`config.mk`:
```
export PLATFORM = sky130hd
export DESIGN_NAME = axis_head_cut_vere
export DESIGN_NICKNAME = d
export VERILOG_FILES = /design/src/rtl/axis_head_cut_vere.sv
export SDC_FILE = /design/constraint.sdc
export NUM_CORES = 1
export LEC_CHECK = 0
export ABC_AREA = 1
export ABC_CLOCK_PERIOD_IN_PS = 3800
export CORE_ASPECT_RATIO = 1.5
export CORE_MARGIN = 4
export CORE_UTILIZATION = 40
export DETAILED_ROUTE_END_ITERATION = 8
export DONT_BUFFER_PORTS = 1
export GPL_TIMING_DRIVEN = 0
export HOLD_SLACK_MARGIN = 0.02
export PLACE_DENSITY = 0.51
export SYNTH_ARGS = -nofsm -noshare
export SYNTH_HDL_FRONTEND = slang
export SYNTH_SLANG_ARGS = --single-unit
```
`constraint.sdc`:
```
create_clock -name clock -period 3.8 [get_ports clock]
set_input_delay 0.76 -clock clock [delete_from_list [all_inputs] [get_ports clock]]
set_output_delay 0.76 -clock clock [all_outputs]
set_load 0.005 [all_outputs]
```
`src/rtl/axis_head_cut_vere.sv`:
```
// Strips a per-packet number of leading bytes from an AXI-stream and realigns the rest to lane 0.
// Define AXIS_HEAD_CUT_VERE_STAT_EN to add the pkt_cnt / drop_cnt statistics outputs.
module axis_head_cut_vere #(
   parameter int DSIZE       = 32,
   parameter int BYTE_BITS   = 8,
   parameter int LEN_BITS    = 16,
   parameter int LFIFO_DEPTH = 4
) (
   input  logic                           clock,
   input  logic                           rst_n,
   input  logic [LEN_BITS-1:0]            len_tdata,
   input  logic                           len_tvalid,
   output logic                           len_tready,
   input  logic [DSIZE-1:0]               s_axis_tdata,
   input  logic [DSIZE/BYTE_BITS-1:0]     s_axis_tkeep,
   input  logic                           s_axis_tvalid,
   output logic                           s_axis_tready,
   input  logic                           s_axis_tlast,
   output logic [DSIZE-1:0]               m_axis_tdata,
   output logic [DSIZE/BYTE_BITS-1:0]     m_axis_tkeep,
   output logic                           m_axis_tvalid,
   input  logic                           m_axis_tready,
   output logic                           m_axis_tlast
`ifdef AXIS_HEAD_CUT_VERE_STAT_EN
   ,
   output logic [31:0]                    pkt_cnt,
   output logic [31:0]                    drop_cnt
`endif
);

   localparam int NB = DSIZE / BYTE_BITS;
   localparam int SW = (NB > 1) ? $clog2(NB) : 1;
   localparam int CW = $clog2(NB + 1);
   localparam int AW = (LFIFO_DEPTH > 1) ? $clog2(LFIFO_DEPTH) : 1;

   typedef enum logic [2:0] {IDLE = 3'd0, SKIP = 3'd1, FIRST = 3'd2, MERGE = 3'd3, FLUSH = 3'd4} state_t;

   function automatic logic [CW-1:0] keep_count(input logic [NB-1:0] k);
      logic [CW-1:0] c;
      c = '0;
      for (int i = 0; i < NB; i++) c = c + CW'(k[i]);
      return c;
   endfunction

   function automatic logic [NB-1:0] keep_mask(input int n);
      logic [NB-1:0] m;
      for (int i = 0; i < NB; i++) m[i] = (i < n);
      return m;
   endfunction

   logic [LEN_BITS-1:0] len_mem [LFIFO_DEPTH];
   logic [AW-1:0]       wr_ptr_reg, rd_ptr_reg;
   logic [AW:0]         count_reg;
   logic                len_push, len_pop;
   logic [LEN_BITS-1:0] head_len, head_skip;
   logic [SW-1:0]       head_shift;

   state_t              state_reg, state_next;
   logic [LEN_BITS-1:0] skip_reg, skip_next;
   logic [SW-1:0]       shift_reg, shift_next;
   logic [DSIZE-1:0]    hold_reg, hold_next;
   logic [CW-1:0]       flush_reg, flush_next;

   logic                out_free, s_hs;
   int                  shift_i, v_i;
   logic [DSIZE-1:0]    in_shr, in_shl, merged;
   logic                emit, emit_last;
   logic [DSIZE-1:0]    emit_data, emit_masked;
   logic [NB-1:0]       emit_keep;

   assign len_tready = (count_reg != (AW+1)'(LFIFO_DEPTH));
   assign len_push   = len_tvalid && len_tready;

   always_ff @(posedge clock) begin
      if (len_push) len_mem[wr_ptr_reg] <= len_tdata;
   end

   always_ff @(posedge clock or negedge rst_n) begin
      if (!rst_n) begin
         wr_ptr_reg <= '0;
         rd_ptr_reg <= '0;
         count_reg  <= '0;
      end else begin
         if (len_push) wr_ptr_reg <= wr_ptr_reg + AW'(1);
         if (len_pop)  rd_ptr_reg <= rd_ptr_reg + AW'(1);
         count_reg <= count_reg + (AW+1)'(len_push) - (AW+1)'(len_pop);
      end
   end

   assign head_len   = len_mem[rd_ptr_reg];
   assign head_skip  = head_len / LEN_BITS'(NB);
   assign head_shift = SW'(head_len % LEN_BITS'(NB));

   // Inputs are only taken once the packet's cut parameters are latched, giving one idle cycle per packet.
   assign out_free      = !m_axis_tvalid || m_axis_tready;
   assign s_axis_tready = out_free && (state_reg == SKIP || state_reg == FIRST || state_reg == MERGE);
   assign s_hs          = s_axis_tvalid && s_axis_tready;

   assign shift_i = int'(shift_reg);
   assign v_i     = int'(keep_count(s_axis_tkeep));
   assign in_shr  = s_axis_tdata >> (shift_i * BYTE_BITS);
   assign in_shl  = s_axis_tdata << ((NB - shift_i) * BYTE_BITS);
   assign merged  = hold_reg | in_shl;

   always_comb begin
      state_next = state_reg;
      skip_next  = skip_reg;
      shift_next = shift_reg;
      hold_next  = hold_reg;
      flush_next = flush_reg;
      len_pop    = 1'b0;
      emit       = 1'b0;
      emit_data  = '0;
      emit_keep  = '0;
      emit_last  = 1'b0;
      case (state_reg)
         IDLE: begin
            if (count_reg != '0) begin
               skip_next  = head_skip;
               shift_next = head_shift;
               state_next = (head_skip != '0) ? SKIP : FIRST;
            end
         end
         SKIP: begin
            if (s_hs) begin
               if (s_axis_tlast) begin
                  len_pop    = 1'b1;
                  state_next = IDLE;
               end else begin
                  skip_next = skip_reg - LEN_BITS'(1);
                  if (skip_reg == LEN_BITS'(1)) state_next = FIRST;
               end
            end
         end
         FIRST: begin
            if (s_hs) begin
               if (shift_reg == '0) begin
                  emit      = 1'b1;
                  emit_data = s_axis_tdata;
                  emit_keep = s_axis_tkeep;
                  emit_last = s_axis_tlast;
                  if (s_axis_tlast) begin
                     len_pop    = 1'b1;
                     state_next = IDLE;
                  end
               end else if (!s_axis_tlast) begin
                  hold_next  = in_shr;
                  state_next = MERGE;
               end else begin
                  len_pop    = 1'b1;
                  state_next = IDLE;
                  if (v_i > shift_i) begin
                     emit      = 1'b1;
                     emit_data = in_shr;
                     emit_keep = keep_mask(v_i - shift_i);
                     emit_last = 1'b1;
                  end
               end
            end
         end
         MERGE: begin
            if (s_hs) begin
               emit      = 1'b1;
               emit_data = merged;
               emit_keep = '1;
               hold_next = in_shr;
               if (s_axis_tlast) begin
                  len_pop = 1'b1;
                  if (v_i <= shift_i) begin
                     emit_keep  = keep_mask(NB - shift_i + v_i);
                     emit_last  = 1'b1;
                     state_next = IDLE;
                  end else begin
                     flush_next = CW'(v_i - shift_i);
                     state_next = FLUSH;
                  end
               end
            end
         end
         FLUSH: begin
            if (out_free) begin
               emit       = 1'b1;
               emit_data  = hold_reg;
               emit_keep  = keep_mask(int'(flush_reg));
               emit_last  = 1'b1;
               state_next = IDLE;
            end
         end
         default: state_next = IDLE;
      endcase
   end

   // Lanes outside tkeep are forced to zero so stale bytes never leak downstream.
   for (genvar gi = 0; gi < NB; gi++) begin : g_lane
      assign emit_masked[gi*BYTE_BITS +: BYTE_BITS] =
         emit_keep[gi] ? emit_data[gi*BYTE_BITS +: BYTE_BITS] : '0;
   end

   always_ff @(posedge clock or negedge rst_n) begin
      if (!rst_n) begin
         state_reg     <= IDLE;
         skip_reg      <= '0;
         shift_reg     <= '0;
         hold_reg      <= '0;
         flush_reg     <= '0;
         m_axis_tvalid <= 1'b0;
         m_axis_tdata  <= '0;
         m_axis_tkeep  <= '0;
         m_axis_tlast  <= 1'b0;
      end else begin
         state_reg <= state_next;
         skip_reg  <= skip_next;
         shift_reg <= shift_next;
         hold_reg  <= hold_next;
         flush_reg <= flush_next;
         if (out_free) begin
            m_axis_tvalid <= emit;
            if (emit) begin
               m_axis_tdata <= emit_masked;
               m_axis_tkeep <= emit_keep;
               m_axis_tlast <= emit_last;
            end
         end
      end
   end

`ifdef AXIS_HEAD_CUT_VERE_STAT_EN
   logic drop;
   assign drop = s_hs && s_axis_tlast &&
                 ((state_reg == SKIP) ||
                  (state_reg == FIRST && shift_reg != '0 && v_i <= shift_i));

   always_ff @(posedge clock or negedge rst_n) begin
      if (!rst_n) begin
         pkt_cnt  <= '0;
         drop_cnt <= '0;
      end else begin
         if (m_axis_tvalid && m_axis_tready && m_axis_tlast) pkt_cnt <= pkt_cnt + 32'd1;
         if (drop) drop_cnt <= drop_cnt + 32'd1;
      end
   end
`endif

endmodule

```
==> results.toml, run 1 <==
[route]
drt_first_iter_violations = 491
drcViolationCount = 0
dr.pass1.iters = 5
wire_per_inst_um = 20.2
vias_per_cell = 5.44
route.vias.total = 8161
detail-route-antenna-nets = 0
routed_wl_mm = 30.3

[synthesis]
avgSynthCellArea_um2 = 7.83
ys_seq_area_share_pct = 48.0
synthCells = 1184
syn_nets = 1263
synth_edf_count = 64
yosys_warnings = 0
synth.cell_area_um2 = 9270
synthArstFlopShare_pct = 61.2
ys_ff_latch = 165
ys_types = 38
ys.flop_type = "dfrtp_1"

[global_route]
antenna_found_initial = 0
grt_pass1_wl_mm = 47.0
gr-total-overflow = 0
grt_pass1_vias = 8400
grt_use_total_pct = 24.0
grt_max_degree = 102

[power_and_ir_drop]
p_leak_nw = 4.85
ir_worst_vdd_mv = 0.485
p_per_area_nw_per_um2 = 866

[timing]
period_needed_ps = 3570
rsz0062_at_grt = "no"
relSlewSlack_pct = 51.3
worst_clock_skew_ps = 16.0
final-max-slew-violation-count = 0
hold_viol = 0
maxClockFrequency_mhz = 280
setup_viol = 0
worst_pin_slew_ps = 730
fin_crit_sh_pct = 93.9

[critical_path]
critPathKind = "in2reg"
crit_fanout = 10
endpoint_kind = "flip-flop"
cp.required_ps = 4180
crit_arrival_ps = 3940
cp-start-kind = "input port"

[place]
io_buffers = 0
gp_congestion = 0.943
dp_hpwl_mm = 23.1
placed_cells = 1468
dpl_cell_area_um2 = 9690

[clocking]
cts_tree = "yes"
cts_root_buf = "clkbuf_16"
numCtsBuffers = 17
clk_pin_slew_ps = 70
h-tree-depth = 4
clk_latency_ps = 440
cts_sinks = 165
clockBufferDepth = 2

[die]
rows = 68
dieArea_um2 = 25700
io_pins = 98
die_width_um = 132
fp.dieH_um = 194
start_util_pct = 40.5
core-area_um2 = 22900

[layout]
syn_to_final_growth_pct = 11.5
largest_reg_flops = 64
fin_area_um2 = 10300
drive_gt1_share_pct = 7.46
final-instance-count-excl-fill = 1500
final_nets = 1286
post-route-util_pct = 45.2
antennaDiodeCount = 0

[run_status]
run_status = "finished, final reports clean"

[worst_hold_path]
holdCritPathClass = "in2async"

[flow_run]
max_cap_violations = 0
[where the power goes]
group / switching [mW] / leakage, nW / internal (mW)
logic: 2.95 / 2.65 / 1.33
registers: 0.380 / 1.90 / 2.46
clock network: 0.771 / 0.302 / 1.05
total: 4.11 / 4.85 / 4.84
[path summary, 6_finish.rpt]
kind / start / depth (start not counted) / to / slack, ps
hold reg to reg: hold_reg[18] / 2 / hold_reg[18] / 490
hold / removal: rst_n / 1 / hold_reg[4] / 220
setup / recovery: s_axis_tkeep[0] / 18 / m_axis_tdata[20] / 230
max in group asynchronous: rst_n / 1 / m_axis_tkeep[0] / 3100
setup reg to reg: shift_reg[0] / 14 / m_axis_tdata[5] / 620
min in group clock: len_tdata[15] / 0 / len_mem[2][15] / 410
[cell usage after synthesis (all sizes together), types with 4 or more instances]
master	number	area share [%]
nor2	80	3.5
buf	37	2.2
nand3	81	4.4
ha	16	2.2
o211ai	5	0.55
nand2	421	17
fa	5	1.1
o21ai	117	6.3
nand4	8	0.54
a32oi	9	0.85
edfxtp	64	21
a21oi	34	1.9
o21a	7	0.57
clkbuf	21	0.85
dfrtp	101	27
nor3	12	0.77
o22ai	34	2.3
xnor2	4	0.38
inv	99	4.0
a22oi	9	0.73
xor2	11	1.0
[through the flow]
stage	TNS, ps	total power, mW	hold slack, ps	setup slack (ps)
after floorplan	0	5.75	449	347
after CTS	0	9.04	271	173
final	0	8.95	223	233
after global routing	0	9.67	261	39.6
after detailed placement	-4330	7.15	467	-283
after global placement	-3870	7.08	466	-278
[critical path, stage by stage]
cell and delay (ps):
inv_1 50, fa_1 540, inv_1 60, ha_1 190, ha_1 300, inv_1 90, fa_1 400, ha_1 190
inv_1 80, nand3_1 120, inv_1 210, nand2_4 150, buf_2 240, o22ai_1 130, nand2_1 70, nand3_1 200
nand2_1 90, nand2_1 60
[final cells by class]
type / instances / area, µm²
Buffer: 57 / 283
Clock buffer: 18 / 429
Clock inverter: 14 / 186
Fill cell: 2311 / 12600
Inverter: 101 / 379
Multi-Input combinational cell: 860 / 4170
Sequential cell: 165 / 4450
Tap cell: 280 / 350
Timing Repair Buffer: 5 / 87.6
[cell usage in the layout (no fill, tap or decap), types with 11 or more instances in the layout]
cell type	netlist	final
ha_1	16	16
buf_2	28	28
o21ai_0	100	100
inv_1	94	94
edfxtp_1	64	64
nand2_1	418	418
nor3_1	11	11
clkbuf_1	21	21
a21oi_1	33	33
xor2_1	11	11
nor2_1	74	70
clkbuf_16	0	17
o21ai_1	17	17
o22ai_1	34	34
nand3_1	80	80
dfrtp_1	101	101
[cells by family (layout without fill, tap and decap cells)]
kind of cell | after synthesis | in the layout | share of synthesized area, %
compound gates | 215 | 215 | 13.2
xor+xnor | 15 | 15 | 1.42
fa+ha+maj | 21 | 21 | 3.24
buf+inv | 159 | 195 | 7.18
flops | 165 | 165 | 48.0
simple gates | 609 | 609 | 27.0
[timing repair]
action	4_1_cts	5_1_grt
hold endpoints to repair	101	0
hold buffers	1	0
endpoints found under the setup margin	0	10
resized for setup	0	1
setup buffers	0	0
[per-layer routing]
metal  up-vias  track usage (%)  part of all wire (%)
li1       3950                -                     -
met1      3839             23.7                    35
met5         -                0                     0
met4         0             17.1                   7.2
met3        91             5.72                   5.7
met2       281             43.5                    52
Note: power is estimated with default switching activity, not from simulation.
==> run 2: changes to the inputs <==
==> constraint.sdc (replaced) <==
create_clock -name clock -period 3.8 [get_ports clock]
set_input_delay 1.14 -clock clock [delete_from_list [all_inputs] [get_ports clock]]
set_output_delay 1.14 -clock clock [all_outputs]
set_load 0.005 [all_outputs]
==> results.toml, run 2 (synthesis gave the netlist of run 1 again) <==
[timing]
hold_viol = 0
worst_clock_skew_ps = 10.2
final-max-slew-violation-count = 0
setup_viol = 0
setup_tns_ps = 0
period_needed_ps = 3680
maxClockFrequency_mhz = 271
relSlewSlack_pct = 54.2
fin_crit_sh_pct = 96.9
holdWs_ps = 394
worst_pin_slew_ps = 687

[critical_path]
cp-start-kind = "input port"
r2r-start = "shift_reg[1]"
reg2reg_slack_ps = 330
endpoint_kind = "flip-flop"
cp_slowest_cell = "fa_1"
critPathKind = "in2reg"
path_cells = "inv_1, fa_1, inv_1, ha_1, ha_1, inv_1, fa_1, ha_1, inv_1, nand3_4, inv_4, nand2_4, buf_6, o22ai_1, nand2_1, nand3_1, nand2_1, nand2_1"
rr_endpoint = "m_axis_tdata[15]"
crit_arrival_ps = 4050
cpMostUsedCell = "inv_1"
max_stage_delay_ps = 530
rr_worst_depth = 12
worstPathBufferInverterCount = 6
cp.required_ps = 4170
critPathTopFamily = "adder cells"
crit_fanout = 10

[layout]
syn_to_final_growth_pct = 11.5
layout_common_cells = "415 x nand2_1, 101 x dfrtp_1, 100 x o21ai_0"
final_nets = 1287
mostFrequentLayoutCell = "nand2_1"
antennaDiodeCount = 0
largest_reg_flops = 64
fin_area_um2 = 10300
drive_gt1_share_pct = 8.35

[global_route]
grt_pass1_vias = 8268
grt_max_degree = 102
grt_pass1_wl_mm = 46.6
grt_use_total_pct = 23.7
antenna_found_initial = 0
gr-total-overflow = 0

[clocking]
cts_tree = "yes"
cts_root_buf = "clkbuf_16"
clockBufferDepth = 2
hold_buffers = 0
cts_sinks = 165
numCtsBuffers = 17
clk_latency_ps = 430
clk_pin_slew_ps = 70
h-tree-depth = 4

[route]
route.vias.total = 8128
wire_per_inst_um = 20.4
routed_wl_mm = 30.6
dr.pass1.iters = 5
vias_per_cell = 5.42
detail-route-antenna-nets = 0
drcViolationCount = 0
drt_first_iter_violations = 445

[flow_run]
max_cap_violations = 0

[power_and_ir_drop]
p_leak_nw = 4.85
ir_worst_vdd_mv = 0.383
p_total_mw = 8.83
p_per_area_nw_per_um2 = 854

[run_status]
run_status = "finished, final reports clean"

[worst_hold_path]
holdCritPathClass = "in2async"

[die]
core-area_um2 = 22900
fp.dieH_um = 194
io_pins = 98
dieArea_um2 = 25700
die_width_um = 132
start_util_pct = 40.5
rows = 68

[place]
gp_congestion = 0.972
dp_hpwl_mm = 23.2
io_buffers = 0
dpl_cell_area_um2 = 9690
[run 2: cell types whose count changed in the layout (fill, tap and decap cells not counted), moves of 3 or more]
cell	before	now
nand3_2	1	6
nand3_1	80	74
clkinvlp_4	0	3
nand2_1	418	415
[run 2: stage by stage]
stage / instances / setup WS, ps / utilization (%)
after global routing: 1501 / -21.1 / 45.2
after floorplan: 1184 / 6.13 / -
after CTS: 1500 / 13.8 / 44.8
after detailed placement: 1468 / -565 / 42.4
final: 1501 / 116 / 45.2
after global placement: 1464 / -562 / 42.1
[run 2: what timing repair did]
item,4_1_cts,5_1_grt
gates resized for setup,4,15
buffers inserted,0,1
setup endpoints to repair,14,31
pin swaps,0,0
[run 2: area by class of cell]
cell class | count | area (µm²)
Tap cell | 280 | 350
Multi-Input combinational cell | 860 | 4230
Clock inverter | 13 | 121
Clock buffer | 19 | 433
Buffer | 58 | 299
Inverter | 101 | 382
Timing Repair Buffer | 5 | 67.6
Sequential cell | 165 | 4450
Fill cell | 2369 | 12600
[run 2: how the worst max path moves through the flow]
| stage | from | end | depth (start not counted) | slack, ps |
|---|---|---|---|---|
| 5_1_grt | s_axis_tkeep[0] | m_axis_tdata[18] | 15 | -20 |
| 3_5_place_dp | s_axis_tkeep[0] | m_axis_tdata[17] | 18 | -570 |
| 4_1_cts | s_axis_tkeep[0] | m_axis_tdata[17] | 18 | 10 |
| 3_3_place_gp | s_axis_tkeep[0] | m_axis_tdata[17] | 18 | -560 |
| 6_report | s_axis_tkeep[0] | m_axis_tdata[31] | 18 | 120 |
| 2_1_floorplan | s_axis_tkeep[0] | m_axis_tdata[2] | 18 | 6 |
[run 2: worst register-to-register path, cell delays in order, from the launching register on]
cell	delay (ps)
dfrtp_1	510
inv_1	110
buf_2	230
clkbuf_1	560
ha_1	410
nor2_2	440
inv_1	290
buf_2	270
nor3_1	200
a21oi_1	60
o21ai_1	190
nand2_1	90
nand2_1	60
[run 2: report_power, final]
| group | switching (mW) | internal, mW | leakage (nW) |
|---|---|---|---|
| registers | 0.387 | 2.46 | 1.90 |
| clock network | 0.759 | 0.911 | 0.264 |
| logic | 2.96 | 1.36 | 2.69 |
| total | 4.10 | 4.73 | 4.85 |
[run 2: metal layers]
metal	up-vias	GRT usage [%]	part of all wire [%]
li1	3951	-	-
met1	3834	23.0	35
met2	246	43.7	53
met3	97	5.62	4.9
met4	0	16.8	7.3
met5	-	0	0
==> run 3: changes to the inputs <==
PLACE_DENSITY = 0.55   (was 0.51)
==> results.toml, run 3 (synthesis gave the netlist of run 1 again) <==
[critical_path]
critPathKind = "in2reg"
worstPathBufferInverterCount = 5
crit_start = "s_axis_tkeep[0]"
path_cells = "inv_1, fa_1, inv_1, ha_1, ha_1, inv_1, fa_1, ha_1, inv_2, nand3_4, inv_4, nand2_8, nor2_1, a21oi_1, o21ai_1, nand2_1, nand2_1"
crit_arrival_ps = 4060
max_stage_delay_ps = 530
cp.required_ps = 4170
crit_fanout = 10
endpoint_kind = "flip-flop"
cp-start-kind = "input port"
cp_slowest_cell = "fa_1"
r2r-start = "shift_reg[1]"
critPathTopFamily = "adder cells"

[global_route]
grt_pass1_vias = 8254
gr-total-overflow = 0
antenna_found_initial = 0
grt_pass1_wl_mm = 45.9
grt_use_total_pct = 23.4
grt_max_degree = 102

[layout]
antennaDiodeCount = 0
drive_gt1_share_pct = 8.19
syn_to_final_growth_pct = 11.6
post-route-util_pct = 45.2
largest_reg_flops = 64
mostFrequentLayoutCell = "nand2_1"
final_nets = 1287
layout_common_cells = "414 x nand2_1, 101 x dfrtp_1, 100 x o21ai_0"

[timing]
rsz0062_at_grt = "no"
worst_clock_skew_ps = 11.7
period_needed_ps = 3680
setup_viol = 0
fin_crit_sh_pct = 97.0
worst_pin_slew_ps = 666
fin_ws_ps = 115
holdWs_ps = 396
relSlewSlack_pct = 55.6
maxClockFrequency_mhz = 271
final-max-slew-violation-count = 0
hold_viol = 0

[clocking]
cts_sinks = 165
hold_buffers = 0
clk_latency_ps = 440
cts_root_buf = "clkbuf_16"
clk_pin_slew_ps = 70
h-tree-depth = 4
cts_tree = "yes"
clockBufferDepth = 2
numCtsBuffers = 17

[power_and_ir_drop]
switching_share_pct = 45.7
intPower_mw = 4.79
seqPwrFrac_pct = 32.1
clkPwrFrac_pct = 19.3
p_per_area_nw_per_um2 = 853
power_switching_mw = 4.04
comb_power_share_pct = 48.6
ir_worst_vdd_mv = 0.413
p_leak_nw = 4.85

[die]
fp.dieH_um = 194
start_util_pct = 40.5
rows = 68
die_width_um = 132
io_pins = 98
dieArea_um2 = 25700
core-area_um2 = 22900

[route]
routed_wl_mm = 29.9
detail-route-antenna-nets = 0
drt_first_iter_violations = 597
drcViolationCount = 0
route.vias.total = 8184
wire_per_inst_um = 19.9
dr.pass1.iters = 6
met1_length_mm = 10.3
wl_met3_mm = 1.59
routed.top_layer = "met4"
wl_met2_mm = 16.5
vias_per_cell = 5.45

[place]
place_ws_ps = -651
io_buffers = 0
gp_congestion = 0.967
dp_hpwl_mm = 22.9

[worst_hold_path]
holdCritPathClass = "in2async"

[flow_run]
max_cap_violations = 0

[run_status]
run_status = "finished, final reports clean"
-- run 3: cell types whose count changed in the layout (fill, tap and decap cells not counted), sizes merged --
cell	previous run	this run
bufinv	1	2
clkbuf	40	42
clkinvlp	3	2
inv	104	102
-- run 3: final timing paths --
kind,end,slack [ps],depth (start not counted)
setup / recovery,m_axis_tdata[15],120,17
hold / removal,hold_reg[0],400,0
setup reg to reg,m_axis_tdata[14],290,12
hold reg to reg,hold_reg[22],480,2
max in group asynchronous,flush_reg[0],3170,0
min in group clock,hold_reg[22],480,2
-- run 3: routing by layer --
layer | up-vias | GRT usage, %
met2 | 241 | 45.4
met1 | 3885 | 22.3
met4 | 0 | 12.5
li1 | 3970 | -
met5 | - | 0
met3 | 88 | 5.70
-- run 3: per-stage QoR --
stage               instance area [µm²]  std cells  setup TNS (ps)  power [mW]
finish                            10300       1501               0        8.83
global route                      10300       1501               0        9.52
CTS                               10300       1500               0        8.85
detailed placement                 9690       1468          -16350        7.10
global placement                   9620       1464          -14840        7.03
floorplan                          9270       1184               0        5.76
-- run 3: area by class of cell --
class                           instances  area (µm²)
Fill cell                            2300       12500
Sequential cell                       165        4450
Multi-Input combinational cell        860        4240
Clock buffer                           21         440
Inverter                              101         382
Tap cell                              280         350
Buffer                                 58         299
Clock inverter                         11         126
Timing Repair Buffer                    5        63.8
-- run 3: power by group through the flow --
stage               clock, mW  sequential, mW  combinational (mW)
floorplan                   0            2.77                2.99
global placement            0            2.87                4.16
detailed placement          0            2.87                4.23
CTS                      1.74            2.84                4.26
global route             1.82            2.90                4.80
finish                   1.70            2.83                4.29
-- run 3: repair_timing --
item                       4_1_cts  5_1_grt
setup endpoints to repair       22       31
gates resized for setup         10       10
buffers inserted                 0        1
